==> src/rtl/branch_predict_gshare_if.sv <==
// Pipeline-side bundle for the decode-stage direction predictor: D-stage lookup
// inputs and outputs, E-stage training inputs, and the performance counters.
interface branch_predict_gshare_if #(
  parameter int PHT_DEPTH = 8,
  parameter int CNT_W     = 32
);
  logic [31:0]          instrD;
  logic                 enaD;
  logic [31:0]          pcD;
  logic [31:0]          pc_plus4D;
  logic [31:0]          pcE;
  logic                 branchE;
  logic                 actual_takeE;
  logic                 pred_takeE;
  logic [PHT_DEPTH-1:0] pht_idxE;
  logic [PHT_DEPTH-1:0] ghrE;

  logic                 branchD;
  logic                 pred_takeD;
  logic [31:0]          branch_targetD;
  logic [PHT_DEPTH-1:0] pht_idxD;
  logic [PHT_DEPTH-1:0] ghrD;
  logic                 mispredE;
  logic [CNT_W-1:0]     br_cnt;
  logic [CNT_W-1:0]     mis_cnt;

  modport master (
    output instrD, enaD, pcD, pc_plus4D, pcE, branchE, actual_takeE,
           pred_takeE, pht_idxE, ghrE,
    input  branchD, pred_takeD, branch_targetD, pht_idxD, ghrD, mispredE,
           br_cnt, mis_cnt
  );

  modport slave (
    input  instrD, enaD, pcD, pc_plus4D, pcE, branchE, actual_takeE,
           pred_takeE, pht_idxE, ghrE,
    output branchD, pred_takeD, branch_targetD, pht_idxD, ghrD, mispredE,
           br_cnt, mis_cnt
  );
endinterface

==> src/rtl/branch_predict_gshare.sv <==
// Decode-stage branch direction predictor: local / gshare / bimodal PHT indexing,
// speculative GHR with mispredict repair, and saturating performance counters.
module branch_predict_gshare #(
  parameter int         PHT_DEPTH = 8,
  parameter int         BHT_DEPTH = 4,
  parameter int         MODE      = 1,
  parameter logic [1:0] PHT_INIT  = 2'b01,
  parameter int         CNT_W     = 32
) (
  input logic                clk,
  input logic                rst,
  branch_predict_gshare_if.slave bp
);
  localparam int PHT_N = 1 << PHT_DEPTH;
  localparam int BHT_N = 1 << BHT_DEPTH;

  logic [1:0]           pht_q [PHT_N];
  logic [1:0]           pht_d [PHT_N];
  logic [PHT_DEPTH-1:0] bht_q [BHT_N];
  logic [PHT_DEPTH-1:0] bht_d [BHT_N];
  logic [PHT_DEPTH-1:0] ghr_q, ghr_d;
  logic [CNT_W-1:0]     br_cnt_q, br_cnt_d;
  logic [CNT_W-1:0]     mis_cnt_q, mis_cnt_d;

  logic [5:0]           opcode;
  logic                 branch_dec;
  logic [BHT_DEPTH-1:0] bht_rd_idx, bht_wr_idx;
  logic [PHT_DEPTH-1:0] pc_idx, local_hist, ghr_view, pht_idx;
  logic [1:0]           ctr_rd;
  logic                 pred_take;
  logic                 mispred;
  logic                 unused_bits;

  // Counter encoding 00 SNT, 01 WNT, 11 WT, 10 ST; prediction is bit[1].
  function automatic logic [1:0] ctr_train(input logic [1:0] c, input logic taken);
    logic [1:0] n;
    case (c)
      2'b00:   n = taken ? 2'b01 : 2'b00;
      2'b01:   n = taken ? 2'b11 : 2'b00;
      2'b11:   n = taken ? 2'b10 : 2'b01;
      default: n = taken ? 2'b10 : 2'b11;
    endcase
    return n;
  endfunction

  assign opcode     = bp.instrD[31:26];
  assign branch_dec = ((opcode == 6'b000001) && (bp.instrD[20:18] == 3'b000)) ||
                      (opcode[5:2] == 4'b0001);

  assign bht_rd_idx = bp.pcD[BHT_DEPTH+1:2];
  assign bht_wr_idx = bp.pcE[BHT_DEPTH+1:2];
  assign pc_idx     = bp.pcD[PHT_DEPTH+1:2];

  // While rst is held the lookup path sees the reset state, not the old tables.
  assign local_hist = rst ? '0 : bht_q[bht_rd_idx];
  assign ghr_view   = rst ? '0 : ghr_q;

  always_comb begin
    case (MODE)
      0:       pht_idx = local_hist;
      1:       pht_idx = ghr_view ^ pc_idx;
      default: pht_idx = pc_idx;
    endcase
  end

  assign ctr_rd    = rst ? PHT_INIT : pht_q[pht_idx];
  assign pred_take = bp.enaD & branch_dec & ctr_rd[1];
  assign mispred   = bp.branchE & (bp.actual_takeE != bp.pred_takeE);

  always_comb begin
    pht_d     = pht_q;
    bht_d     = bht_q;
    ghr_d     = ghr_q;
    br_cnt_d  = br_cnt_q;
    mis_cnt_d = mis_cnt_q;

    if (bp.branchE) begin
      pht_d[bp.pht_idxE] = ctr_train(pht_q[bp.pht_idxE], bp.actual_takeE);
      if (MODE == 0)
        bht_d[bht_wr_idx] = {bht_q[bht_wr_idx][PHT_DEPTH-2:0], bp.actual_takeE};
      if (br_cnt_q != '1)
        br_cnt_d = br_cnt_q + CNT_W'(1);
    end

    if (mispred && (mis_cnt_q != '1))
      mis_cnt_d = mis_cnt_q + CNT_W'(1);

    // Repair wins; the D-stage branch in that cycle is being flushed anyway.
    if (MODE == 1) begin
      if (mispred)
        ghr_d = {bp.ghrE[PHT_DEPTH-2:0], bp.actual_takeE};
      else if (bp.enaD && branch_dec)
        ghr_d = {ghr_q[PHT_DEPTH-2:0], pred_take};
    end
  end

  always_ff @(posedge clk) begin
    if (rst) begin
      for (int i = 0; i < PHT_N; i++) pht_q[i] <= PHT_INIT;
      for (int i = 0; i < BHT_N; i++) bht_q[i] <= '0;
      ghr_q     <= '0;
      br_cnt_q  <= '0;
      mis_cnt_q <= '0;
    end else begin
      pht_q     <= pht_d;
      bht_q     <= bht_d;
      ghr_q     <= ghr_d;
      br_cnt_q  <= br_cnt_d;
      mis_cnt_q <= mis_cnt_d;
    end
  end

  assign bp.branchD        = branch_dec;
  assign bp.pred_takeD     = pred_take;
  assign bp.branch_targetD = bp.pc_plus4D + {{14{bp.instrD[15]}}, bp.instrD[15:0], 2'b00};
  assign bp.pht_idxD       = pht_idx;
  assign bp.ghrD           = ghr_view;
  assign bp.mispredE       = mispred;
  assign bp.br_cnt         = rst ? '0 : br_cnt_q;
  assign bp.mis_cnt        = rst ? '0 : mis_cnt_q;

  assign unused_bits = ^{bp.instrD[25:21], bp.instrD[17:16], bp.pcD, bp.pcE, bp.ghrE};
endmodule
==> src/flat_wrapper.sv <==
// flat-port wrapper written by rule: the top's interface ports become plain ports
module branch_predict_gshare_flat 
#(
  parameter int         PHT_DEPTH = 8,
  parameter int         BHT_DEPTH = 4,
  parameter int         MODE      = 1,
  parameter logic [1:0] PHT_INIT  = 2'b01,
  parameter int         CNT_W     = 32
)
  (clk, rst, bp_instrD, bp_enaD, bp_pcD, bp_pc_plus4D, bp_pcE, bp_branchE, bp_actual_takeE, bp_pred_takeE, bp_pht_idxE, bp_ghrE, bp_branchD, bp_pred_takeD, bp_branch_targetD, bp_pht_idxD, bp_ghrD, bp_mispredE, bp_br_cnt, bp_mis_cnt);
  branch_predict_gshare_if #(.PHT_DEPTH(PHT_DEPTH), .CNT_W(CNT_W)) bp_i ();
  input logic clk;
  input logic rst;
  input wire logic [$bits(bp_i.instrD)-1:0] bp_instrD;
  input wire logic [$bits(bp_i.enaD)-1:0] bp_enaD;
  input wire logic [$bits(bp_i.pcD)-1:0] bp_pcD;
  input wire logic [$bits(bp_i.pc_plus4D)-1:0] bp_pc_plus4D;
  input wire logic [$bits(bp_i.pcE)-1:0] bp_pcE;
  input wire logic [$bits(bp_i.branchE)-1:0] bp_branchE;
  input wire logic [$bits(bp_i.actual_takeE)-1:0] bp_actual_takeE;
  input wire logic [$bits(bp_i.pred_takeE)-1:0] bp_pred_takeE;
  input wire logic [$bits(bp_i.pht_idxE)-1:0] bp_pht_idxE;
  input wire logic [$bits(bp_i.ghrE)-1:0] bp_ghrE;
  output wire logic [$bits(bp_i.branchD)-1:0] bp_branchD;
  output wire logic [$bits(bp_i.pred_takeD)-1:0] bp_pred_takeD;
  output wire logic [$bits(bp_i.branch_targetD)-1:0] bp_branch_targetD;
  output wire logic [$bits(bp_i.pht_idxD)-1:0] bp_pht_idxD;
  output wire logic [$bits(bp_i.ghrD)-1:0] bp_ghrD;
  output wire logic [$bits(bp_i.mispredE)-1:0] bp_mispredE;
  output wire logic [$bits(bp_i.br_cnt)-1:0] bp_br_cnt;
  output wire logic [$bits(bp_i.mis_cnt)-1:0] bp_mis_cnt;
  assign bp_i.instrD = bp_instrD;
  assign bp_i.enaD = bp_enaD;
  assign bp_i.pcD = bp_pcD;
  assign bp_i.pc_plus4D = bp_pc_plus4D;
  assign bp_i.pcE = bp_pcE;
  assign bp_i.branchE = bp_branchE;
  assign bp_i.actual_takeE = bp_actual_takeE;
  assign bp_i.pred_takeE = bp_pred_takeE;
  assign bp_i.pht_idxE = bp_pht_idxE;
  assign bp_i.ghrE = bp_ghrE;
  assign bp_branchD = bp_i.branchD;
  assign bp_pred_takeD = bp_i.pred_takeD;
  assign bp_branch_targetD = bp_i.branch_targetD;
  assign bp_pht_idxD = bp_i.pht_idxD;
  assign bp_ghrD = bp_i.ghrD;
  assign bp_mispredE = bp_i.mispredE;
  assign bp_br_cnt = bp_i.br_cnt;
  assign bp_mis_cnt = bp_i.mis_cnt;
  branch_predict_gshare #(.PHT_DEPTH(PHT_DEPTH), .BHT_DEPTH(BHT_DEPTH), .MODE(MODE), .PHT_INIT(PHT_INIT), .CNT_W(CNT_W)) u_core (.clk(clk), .rst(rst), .bp(bp_i));
endmodule
==> config.mk <==
export PLATFORM = sky130hd
export DESIGN_NAME = branch_predict_gshare_flat
export DESIGN_NICKNAME = d
export VERILOG_FILES = /design/src/rtl/branch_predict_gshare_if.sv /design/src/rtl/branch_predict_gshare.sv /design/src/flat_wrapper.sv
export SDC_FILE = /design/constraint.sdc
export NUM_CORES = 2
export LEC_CHECK = 0
export CAP_MARGIN = 20
export CORE_MARGIN = 2
export CORE_UTILIZATION = 50
export DETAILED_ROUTE_END_ITERATION = 8
export DONT_BUFFER_PORTS = 1
export SYNTH_ARGS = -nofsm -noshare
export SYNTH_HDL_FRONTEND = slang
export SYNTH_SLANG_ARGS = --single-unit
==> constraint.sdc <==
create_clock -name clk -period 4.7 [get_ports clk]
set_input_delay 0.94 -clock clk [delete_from_list [all_inputs] [get_ports clk]]
set_output_delay 0.94 -clock clk [all_outputs]
set_load 0.1 [all_outputs]
==> impl_metrics.toml <==
[floorplanning]
start_util_pct = 50.8
ios = 265
dieArea_mm2 = 0.0608
die_w_um = 247
rows = 88
die_h_um = 247
core_area_mm2 = 0.0579

[clocking]
numCtsBuffers = 66
cts_sinks = 584
max-clock-path-buffers = 3
clk_pin_slew_ns = 0.06
clk_latency_ns = 0.64
cts_max_level = 3
cts_tree = "built"
cts_root_buffer = "clkbuf_16"
ctsHoldBuffers = 0

[global_routing]
grt_pass1_vias = 24900
antenna_found_initial = 2
grt_use_total_pct = 31.2
grt_pass1_wl_mm = 146
grt_max_degree = 425
overflow = 0

[yosys]
synth_cell_types = 69
synth_commonest_cells = "dfxtp_1, nand2_1, nand3_1"
yosysMostFrequentCell = "dfxtp_1"
synth_area_leader_cell = "dfxtp_1"
synthArstFlopShare_pct = 0
synth_top_area_share_pct = 39.7
ys_ff_latch = 584
synth_area_leaders = "dfxtp_1, mux4_2, nand2_1, nand3_1, a21oi_1"
synthesis.nets = 3559
yosysSeqAreaShare_pct = 39.7
syn_inst = 3377
syn_area_per_cell_um2 = 8.71
synth_edf_count = 0
syn_area_mm2 = 0.0294
synth-main-ff-cell = "dfxtp_1"
yosys_warnings = 0

[cells_and_area]
area_delta_synth_final_pct = 13.7
layout.filler_cells = 5137
drive_gt1_share_pct = 17.8
fin_nets = 3508

[placement]
port_buffers = 0
place_congestion = 0.898
dp_slack_ns = -0.130
dp_hpwl_mm = 61.2

[worst_setup_path]
worstPathRequired_ns = 3.76
path_cells = "nand2b_4, clkinvlp_4, xnor2_4, clkinvlp_4, buf_4, mux2i_1, a32oi_1, and3_1, nor3_2, nor4_1, o41ai_2, buf_4, nor2_4, buf_12"
path_class = "primary input to primary output"
critPathLaunchType = "primary input"
critPathMaxStageDelay_ns = 0.43
cp-end-kind = "primary output"
cp_data_arrival_time_ns = 3.76
critPathSlowestCell = "o41ai_2"
worstPathMaxFanout = 424

[pwr]
peakVddDrop_v = 0.000356
p_leak_nw = 10.9
p_per_area_mw_per_mm2 = 365

[sta]
whs_ns = 0.424
drv_slew = 0
fin_crit_ns = 4.70
slew_headroom_pct = 23.1
finalHoldViolCount = 0
setup_slack_ns = -0.00483
period_share_pct = 100
fmax_mhz = 213
setup_viol = 1
clock-skew-final_ns = 0.0371
worst_slew_pin_slew_ns = 1.15

[routing]
drt_wl_total_mm = 95.8
first_pass_iters = 6
vias_per_cell = 6.37
via_count = 26400
wl_per_cell_um = 23.1
antenna_left = 0
drt_iter0_drc = 2567
drc = 0

[min_path]
hold_class = "primary input to flop"

[outcome]
status = "finished with violations"
violations = "negative setup slack"

[job]
drv_cap = 0
-- power breakdown --
group	switching (W)	internal [W]	leakage, nW
Combinational	0.00126	0.000517	5.02
Sequential	0.0000169	0.00497	4.72
Clock	0.00217	0.00327	1.11
Total	0.00345	0.00876	10.9
-- layout by cell type, fill, tap and decap left out, types with 22 or more instances in the layout --
master     Yosys  layout
clkbuf_16      0      66
mux4_2       169     169
buf_4          4     117
mux2i_1       27      27
o21ai_1      202     201
nand2_1      463     463
o21ai_2       40      41
nor2b_2        0      59
xnor2_1       47      23
nor2_1       152     131
nand3_1      333     333
xnor2_2        0      22
dfxtp_1      584     581
inv_1         28      22
o21ai_0      301     301
nand4_1       26      26
xor2_1        46      38
a21oi_1      325     325
ha_1          31      31
-- stage by stage --
stage	std cells	cell area (um2)	TNS (ns)	total power (W)	util, %
2_1_floorplan	3377	29700	-0.372	0.00647	-
3_3_place_gp	4015	31000	-0.0371	0.00681	53.5
3_5_place_dp	4018	31000	-0.130	0.00683	53.6
4_1_cts	4137	33400	0	0.0122	57.6
5_1_grt	4140	33400	-0.0304	0.0125	57.7
6_report	4141	33400	-0.00483	0.0122	57.8
-- cells by family (layout without fill, tap and decap cells) --
kind of cell               count (synthesis)  in the layout  share of synthesized area, %
AOI/OAI and AO/OA                       1030           1030                          19.8
xor gates and xnor gates                  93             93                          2.77
adders and majority gates                 32             32                          1.39
buffers and inverters                    285            283                          4.57
DFF                                      584            584                          39.7
muxes                                    196            196                          13.9
other                                      0              1                             0
and+or+nand+nor                         1157           1157                          17.9
-- flip-flops by register name, summed over array words and instances, names as in the netlist --
name and cells:
u_core.br_cnt_q 32, u_core.ghr_q 8, u_core.mis_cnt_q 32, u_core.pht_q 512
-- area by class of cell --
type	count	area, um2	area share [%]
clock buffers	96	1890	5.66
repair buffers	136	1250	3.73
diodes	1	2.50	0.00748
flip-flops and latches	584	11700	35.0
inverters	30	149	0.445
well taps	765	957	2.86
multi-input cells	2508	17100	51.1
clock inverters	21	394	1.18
-- repair_timing --
| item | in CTS | in global routing |
|---|---|---|
| resized for setup | 5 | 13 |
| endpoints found under the setup margin | 1 | 1 |
| gates cloned | 0 | 0 |
| setup buffers | 2 | 1 |
| pin swaps | 0 | 1 |
-- worst max-delay path: cells and delay by family --
family | cells | cell delay (ns)
and+or+nand+nor | 5 | 0.77
xor gates and xnor gates | 1 | 0.20
buffers and inverters | 5 | 1.00
AOI/OAI and AO/OA | 2 | 0.56
muxes | 1 | 0.17
-- routing by layer --
layer	vias to the layer above	GRT usage (%)	part of all wire [%]
met5	-	0	0.014
met2	1148	49.2	46
met4	2	13.1	4.2
met3	239	7.60	9.3
li1	12200	-	-
met1	12700	40.8	41
-- final timing paths --
kind	from	slack, ns	depth (start not counted)	end
hold reg to reg	u_core.pht_q[362]	0.46	2	u_core.pht_q[362]
setup reg to reg	u_core.pht_q[32]	1.23	9	u_core.pht_q[501]
setup / recovery	rst	-0.005	14	bp_pred_takeD
hold / removal	rst	0.42	1	u_core.br_cnt_q[23]
Power figures use the tool's default switching activity.
